===== config.mk =====
export PLATFORM = sky130hd
export DESIGN_NAME = tlul_host_adapter
export DESIGN_NICKNAME = d
export VERILOG_FILES = /design/src/rtl/tlul_host_adapter.sv
export SDC_FILE = /design/constraint.sdc
export NUM_CORES = 1
export LEC_CHECK = 0
export ABC_AREA = 1
export BUFFER_PORTS_ARGS = -buffer_cell sky130_fd_sc_hd__buf_2
export CORE_AREA = 2 2 106 108
export CTS_BUF_LIST = sky130_fd_sc_hd__clkbuf_8
export DETAILED_ROUTE_END_ITERATION = 10
export DIE_AREA = 0 0 108 110
export PLACE_DENSITY_LB_ADDON = 0.15
export SLEW_MARGIN = 30
export SYNTH_ARGS = -nofsm -noshare
export SYNTH_HDL_FRONTEND = slang
export SYNTH_SLANG_ARGS = --single-unit
export TNS_END_PERCENT = 50

===== constraint.sdc =====
create_clock -name clk_i -period 1.6 [get_ports clk_i]
set_input_delay 0.48 -clock clk_i [delete_from_list [all_inputs] [get_ports clk_i]]
set_output_delay 0.48 -clock clk_i [all_outputs]
set_load 0.02 [all_outputs]

===== src/rtl/tlul_host_adapter.sv =====
// TL-UL initiator adapter: host req/gnt port to TL-UL A channel, D responses
// back to the host as in-order rvalid/rdata/err with rotating source IDs.
package tlul_pkg;
  parameter int unsigned TL_AW  = 32;
  parameter int unsigned TL_DW  = 32;
  parameter int unsigned TL_AIW = 8;
  parameter int unsigned TL_DIW = 1;
  parameter int unsigned TL_AUW = 16;
  parameter int unsigned TL_DUW = 16;

  typedef enum logic [2:0] {
    PutFullData    = 3'h0,
    PutPartialData = 3'h1,
    Get            = 3'h4
  } tl_a_op_e;

  typedef enum logic [2:0] {
    AccessAck     = 3'h0,
    AccessAckData = 3'h1
  } tl_d_op_e;

  typedef struct packed {
    logic                a_valid;
    tl_a_op_e            a_opcode;
    logic [2:0]          a_param;
    logic [1:0]          a_size;
    logic [TL_AIW-1:0]   a_source;
    logic [TL_AW-1:0]    a_address;
    logic [TL_DW/8-1:0]  a_mask;
    logic [TL_DW-1:0]    a_data;
    logic [TL_AUW-1:0]   a_user;
    logic                d_ready;
  } tl_h2d_t;

  typedef struct packed {
    logic                d_valid;
    tl_d_op_e            d_opcode;
    logic [2:0]          d_param;
    logic [1:0]          d_size;
    logic [TL_AIW-1:0]   d_source;
    logic [TL_DIW-1:0]   d_sink;
    logic [TL_DW-1:0]    d_data;
    logic [TL_DUW-1:0]   d_user;
    logic                d_error;
    logic                a_ready;
  } tl_d2h_t;
endpackage

module tlul_host_adapter
  import tlul_pkg::*;
#(
  parameter int unsigned MaxOutstanding = 2,
  parameter int unsigned AddrW          = 32,
  parameter int unsigned DataW          = 32
) (
  input  logic               clk_i,
  input  logic               rst_i,
  input  logic               req_i,
  output logic               gnt_o,
  input  logic [AddrW-1:0]   addr_i,
  input  logic               we_i,
  input  logic [DataW-1:0]   wdata_i,
  input  logic [DataW/8-1:0] be_i,
  output logic               rvalid_o,
  output logic [DataW-1:0]   rdata_o,
  output logic               err_o,
  output logic               unexp_rsp_o,
  output tl_h2d_t            tl_o,
  input  tl_d2h_t            tl_i
);

  localparam int unsigned PtrW = (MaxOutstanding > 1) ? $clog2(MaxOutstanding) : 1;
  localparam int unsigned CntW = $clog2(MaxOutstanding + 1);
  localparam logic [PtrW-1:0] PtrMax = PtrW'(MaxOutstanding - 1);
  localparam logic [CntW-1:0] CntMax = CntW'(MaxOutstanding);

  logic [CntW-1:0]           cnt_q, cnt_d;
  logic [PtrW-1:0]           iss_ptr_q, iss_ptr_d;
  logic [PtrW-1:0]           ret_ptr_q, ret_ptr_d;
  logic [MaxOutstanding-1:0] exp_we_q, exp_we_d;
  logic                      rvalid_q, rvalid_d;
  logic                      err_q, err_d;
  logic [DataW-1:0]          rdata_q, rdata_d;
  logic                      unexp_q, unexp_d;

  logic             a_valid, gnt, d_ack, rsp_ok, head_we, rsp_err;
  logic [TL_AW-1:0] a_addr;

  always_comb begin
    a_valid = req_i & (cnt_q != CntMax) & ~rst_i;
    gnt     = a_valid & tl_i.a_ready;

    a_addr = '0;
    a_addr[AddrW-1:0] = {addr_i[AddrW-1:2], 2'b00};

    tl_o = '0;
    tl_o.a_valid   = a_valid;
    tl_o.a_opcode  = !we_i ? Get : ((&be_i) ? PutFullData : PutPartialData);
    tl_o.a_size    = 2'd2;
    tl_o.a_source[PtrW-1:0] = iss_ptr_q;
    tl_o.a_address = a_addr;
    tl_o.a_mask    = we_i ? be_i : '1;
    tl_o.a_data    = we_i ? wdata_i : '0;
    tl_o.d_ready   = ~rst_i;
  end

  // d_ready mirrors ~rst_i, so every beat out of reset is acked on arrival.
  always_comb begin
    d_ack   = tl_i.d_valid & ~rst_i;
    rsp_ok  = d_ack & (cnt_q != '0);
    head_we = exp_we_q[ret_ptr_q];
    rsp_err = tl_i.d_error
            | (tl_i.d_source != TL_AIW'(ret_ptr_q))
            | (head_we  & (tl_i.d_opcode == AccessAckData))
            | (~head_we & (tl_i.d_opcode == AccessAck));
  end

  always_comb begin
    iss_ptr_d = iss_ptr_q;
    ret_ptr_d = ret_ptr_q;
    exp_we_d  = exp_we_q;
    cnt_d     = cnt_q;

    if (gnt) begin
      exp_we_d[iss_ptr_q] = we_i;
      iss_ptr_d = (iss_ptr_q == PtrMax) ? '0 : iss_ptr_q + PtrW'(1);
    end
    if (rsp_ok) begin
      ret_ptr_d = (ret_ptr_q == PtrMax) ? '0 : ret_ptr_q + PtrW'(1);
    end

    unique case ({gnt, rsp_ok})
      2'b10:   cnt_d = cnt_q + CntW'(1);
      2'b01:   cnt_d = cnt_q - CntW'(1);
      default: cnt_d = cnt_q;
    endcase

    rvalid_d = rsp_ok;
    err_d    = rsp_ok & rsp_err;
    rdata_d  = (rsp_ok & ~head_we & ~rsp_err) ? tl_i.d_data : '0;
    unexp_d  = d_ack & (cnt_q == '0);
  end

  always_ff @(posedge clk_i) begin
    if (rst_i) begin
      cnt_q     <= '0;
      iss_ptr_q <= '0;
      ret_ptr_q <= '0;
      exp_we_q  <= '0;
      rvalid_q  <= 1'b0;
      err_q     <= 1'b0;
      rdata_q   <= '0;
      unexp_q   <= 1'b0;
    end else begin
      cnt_q     <= cnt_d;
      iss_ptr_q <= iss_ptr_d;
      ret_ptr_q <= ret_ptr_d;
      exp_we_q  <= exp_we_d;
      rvalid_q  <= rvalid_d;
      err_q     <= err_d;
      rdata_q   <= rdata_d;
      unexp_q   <= unexp_d;
    end
  end

  assign gnt_o       = gnt;
  assign rvalid_o    = rvalid_q;
  assign err_o       = err_q;
  assign rdata_o     = rdata_q;
  assign unexp_rsp_o = unexp_q;

  logic unused_tl;
  assign unused_tl = ^{tl_i.d_param, tl_i.d_size, tl_i.d_sink, tl_i.d_user, addr_i[1:0]};

endmodule


---- Word level (Yosys, flattened, before mapping) ----
Index checks and enable logic that the tools add are counted.
storage, ports and cells
  flip-flop bits (word level) ............. 41
  output and inout bits ................... 138
  logic and storage cells ................. 57
operators by class
  add/subtract/negate cells ............... 4
  $lt $le $gt $ge ......................... 3
  equal/unequal tests ..................... 5
  muxes and demuxes ....................... 12
  bitwise logic cells ..................... 18
  reduce and logical (&&, ||, !) cells .... 7
operator list
  cell                                                                          number
  32-bit 2-to-1 mux                                                             1
  1-bit AND                                                                     11
  8-bit by 1-bit != test with 1-bit output                                      1
  1-bit 2-to-1 mux                                                              6
  1-bit by 2-bit less-than comparator with 1-bit output, second input constant  2
  4-bit 2-to-1 mux                                                              1
  1-bit inverter                                                                4
  2-bit one-hot mux with 2 select lines                                         1
  4-bit AND reduction                                                           1
  2-bit nonzero test                                                            2
  3-bit by 1-bit equality test with 1-bit output, second input constant         1
  3-bit zero test                                                               1
  3-bit 2-to-1 mux                                                              1
  1-bit OR                                                                      3
  1-bit adder, second input constant                                            2
  2-bit by 1-bit adder with 2-bit output, second input constant                 1
  2-bit bitwise mux                                                             1
  2-bit by 1-bit equality test with 1-bit output, second input constant         1
  2-bit equality test, second input constant                                    1
  2-bit zero test                                                               1
  2-bit != test, second input constant                                          1
  2-bit OR reduction                                                            1
  2-bit by 1-bit subtractor with 2-bit output, second input constant            1
  1-bit demux with 1-bit select                                                 1
  other kinds (2)                                                               2

---- Longest topological paths before layout ----
  depth in word-level cells ............... 9
  depth in mapped cells ................... 12
  gate-level depth less buffers ........... 12

---- Worst setup path after synthesis ----
Ideal clock, no wire load.
  path type ............................... input port to output port
  start point ............................. input we_i
  end point ............................... output tl_o[98] (netlist bit)
  arrival time ............................ 1.307 ns
  slack ................................... -0.187 ns
  cell stages on the path ................. 3
  cells stage by stage .................... clkbuf_1 > inv_1 > a41oi_1
RTL lines
  item             line  source
  start, declared  61    input logic we_i,
  end, declared    68    output tl_h2d_t tl_o,

---- Worst setup path after layout ----
  start point ............................. register cnt_q[0]
  end point ............................... output gnt_o
on the way
  word-level cells in the longest chain between the ends .. 4
RTL lines
  item                    line  source
  start, declared         77    logic [CntW-1:0] cnt_q, cnt_d;
  start signal, assigned  155   cnt_q <= cnt_d;
  2-bit != test           90    a_valid = req_i & (cnt_q != CntMax) & ~rst_i;
  1-bit AND (2 in a row)  90
  1-bit AND               91    gnt = a_valid & tl_i.a_ready;
  end, declared           59    output logic gnt_o,
Every way passes these cells.

==> results.md <==
* Crit path top cell by count: nand2_2
* DR iter-0 viols at 43
* Clk sinks at 41
* Met3 Usage GRT at 0.0282
* Synth Instances at 319
* IO buf count at 162
* Setup-failing EPs final at 1
* HP Start: tl_i[18]
* Syn-to-layout area delta at 38.1%
* Initial Utilization at 0.215
* CTS tree: built
* Filler instances at 1,176
* WP data arrival at 1.13 ns
* TritonCTS Buffers at 5
* Min cycle time layout at 1.61 ns
* # rows at 38
* Ys Warns at 0
* Drt pass-1 iters at 6
* Worst endpoint required time at 1.12 ns
* Total vias in the final route at 2,127
* Final net count at 602
* Final Hold Violating Endpoints at 0
* Slowest cell on crit path: dfxtp_2
* Grt peak-use layer: met2
* Grt ovf at 0
* Vias/cell at 3.53
* Hold depth at 3
* Min-delay worst type: in -> reg
* Sum Neg Setup Slack at -0.00606 ns
* Register area share after synthesis at 0.357
* Crit path max fanout at 2
* Worst skew pair latency at 0.29 ns
* Crit path largest cell delay at 0.34 ns
* CTS max path bufs at 2
* Unrepaired setup endpoints after global routing: yes
* Vias in the first global route at 1,757
* WS Path Type: reg -> out
* H-tree Lvls at 2
* Final WL at 5860 um
* Drt wl/cell at 9.73 um
* Post-DRT Antenna Nets at 0
* GR Util All Layers at 0.0850
* GR Layer Usage met2 at 0.171
* Final instance area at 0.00317 sq mm
* Pwr dens at 691 mW/mm^2
* First-pass GRT wire length at 7930 um
* Ant diodes at 0
* Hold Path End: rdata_o[0]
* Worst setup slack after layout at -0.00606 ns
* Period utilisation layout at 1.00
* Die Ht at 110 um
* Worst VDD drop at 311 uV
* DRC Markers at 0
* Violated checks: negative setup slack
* Status: complete, but fails checks
* Max-cap viol count at 0
* Worst setup SP type: flop
* Met1 Usage GRT at 0.0772
* Worst r2r path cells at 13
* Skew final at 0.00917 ns
* Netlist cell types at 21
* Pre-CTS setup slack at -0.0392 ns
* Initial antenna violation count at 0
* Cell area after synthesis at 0.00230 sq mm
* Detailed Place HPWL at 4750 um
* I/O Pins at 278
* Share of cells above drive strength 1 at 0.506
* Die area at 0.0119 sq mm
* Clock Pin Slew Worst Setup and Hold Paths at 0.08 ns
* Worst reg2reg setup slack at 0.11 ns
* Worst-path cell chain: inv_2 -> nand2_2 -> nand2_2 -> nor2_2 -> nand2_1 -> inv_1 -> buf_6
* Mean Syn Cell Area at 7.21 sq um
* Slew Limit Fails at 0
* Largest net degree at the start of global routing at 35
* R2R Path Start: cnt_q[0]
* GPL Wtd Cong at 0.677
* Post-route core utilization at 0.297
* Die width at 108 um
* Crit. End Element: primary output
* #FFs+latches synth at 41
* Tot Pwr at 2190 uW
* Static Leakage at 0.00207 uW
* Worst R2R End: cnt_q[1]
* Largest delay share family, worst path: flip-flops
* Core area at 0.0107 sq mm
* Cell Area, Placed at 0.00300 sq mm
* Buf/Inv on CP at 3
* Clk root buf: clkbuf_8
* Fmax at 623 MHz
## per-layer routing
metal / vias to the layer above / part of all wire
met5: - / 0
met4: 0 / 0.023
met3: 20 / 0.12
met2: 126 / 0.53
met1: 903 / 0.33
li1: 1078 / -
## final cells by class
type | instances | area, sq um | area share
clock buffers | 5 | 68.8 | 0.0217
flip-flops and latches | 41 | 822 | 0.259
well taps | 140 | 175 | 0.0552
multi-input cells | 157 | 779 | 0.246
repair buffers | 176 | 1010 | 0.318
inverters | 80 | 300 | 0.0946
clock inverters | 3 | 17.5 | 0.00552
## per-stage QoR
step / hold slack [ns] / instances
after floorplan: 0.456 / 348
after global placement: 0.476 / 591
after detailed placement: 0.481 / 591
after CTS: 0.380 / 600
after global routing: 0.378 / 602
final: 0.396 / 602
## cells in the mapped netlist, drive strengths merged
master	instances	area, sq um
or2	4	25.0
clkbuf	4	15.0
nor2	51	289
nand2	56	220
a41oi	1	8.76
nand4	2	12.5
nand3	3	40.0
o21ai	3	15.0
buf	66	507
inv	80	300
conb	2	7.51
dfxtp	41	821
ha	1	12.5
a21oi	5	25.0
## worst max-delay path by stage
stage | slack (ns) | from | cells past startpoint | to
floorplan | 0.05 | we_i | 3 | tl_o[49]
global placement | -0.02 | rst_i | 10 | cnt_q[1]
detailed placement | -0.04 | req_i | 11 | cnt_q[1]
CTS | -0.09 | cnt_q[0] | 7 | gnt_o
global route | -0.09 | cnt_q[0] | 7 | gnt_o
finish | -0.006 | cnt_q[0] | 7 | gnt_o
## state kept, by name, summed over array words and instances (netlist names)
register,flops
rdata_o,32
cnt_q,2
exp_we_q,2
err_o,1
iss_ptr_q,1
ret_ptr_q,1
rvalid_o,1
unexp_rsp_o,1
## kinds of logic after synthesis
| group | after synthesis | synth area share |
|---|---|---|
| AOI/OAI and AO/OA | 9 | 0.0212 |
| adders and majority gates | 1 | 0.00544 |
| buffers and inverters | 150 | 0.358 |
| DFF | 41 | 0.357 |
| other | 2 | 0.00327 |
| and+or+nand+nor | 116 | 0.255 |
## layout by cell type, fill, tap and decap left out, types with 4 or more instances in the layout
master,instances
a21oi_1,5
buf_2,158
buf_4,10
clkbuf_8,5
conb_1,31
dfxtp_1,40
inv_1,76
inv_2,4
nand2_1,52
nor2_1,17
nor2_2,31
or2_2,4
## tightest hold or removal path: stages
cell and delay, ns:
buf_2 0.09, inv_1 0.04, nor2_1 0.03
## what timing repair did
item	4_1_cts	5_1_grt
endpoints found under the setup margin	2	11
gates resized for setup	6	7
pin swaps	2	2
buffers inserted	1	0
hold buffers	0	0
cloned	0	2
## where the power goes
part,internal [uW],switching [uW]
Combinational,194,297
Sequential,1030,5.94
Clock,301,362
No activity file was read; power rests on OpenSTA's default activity.
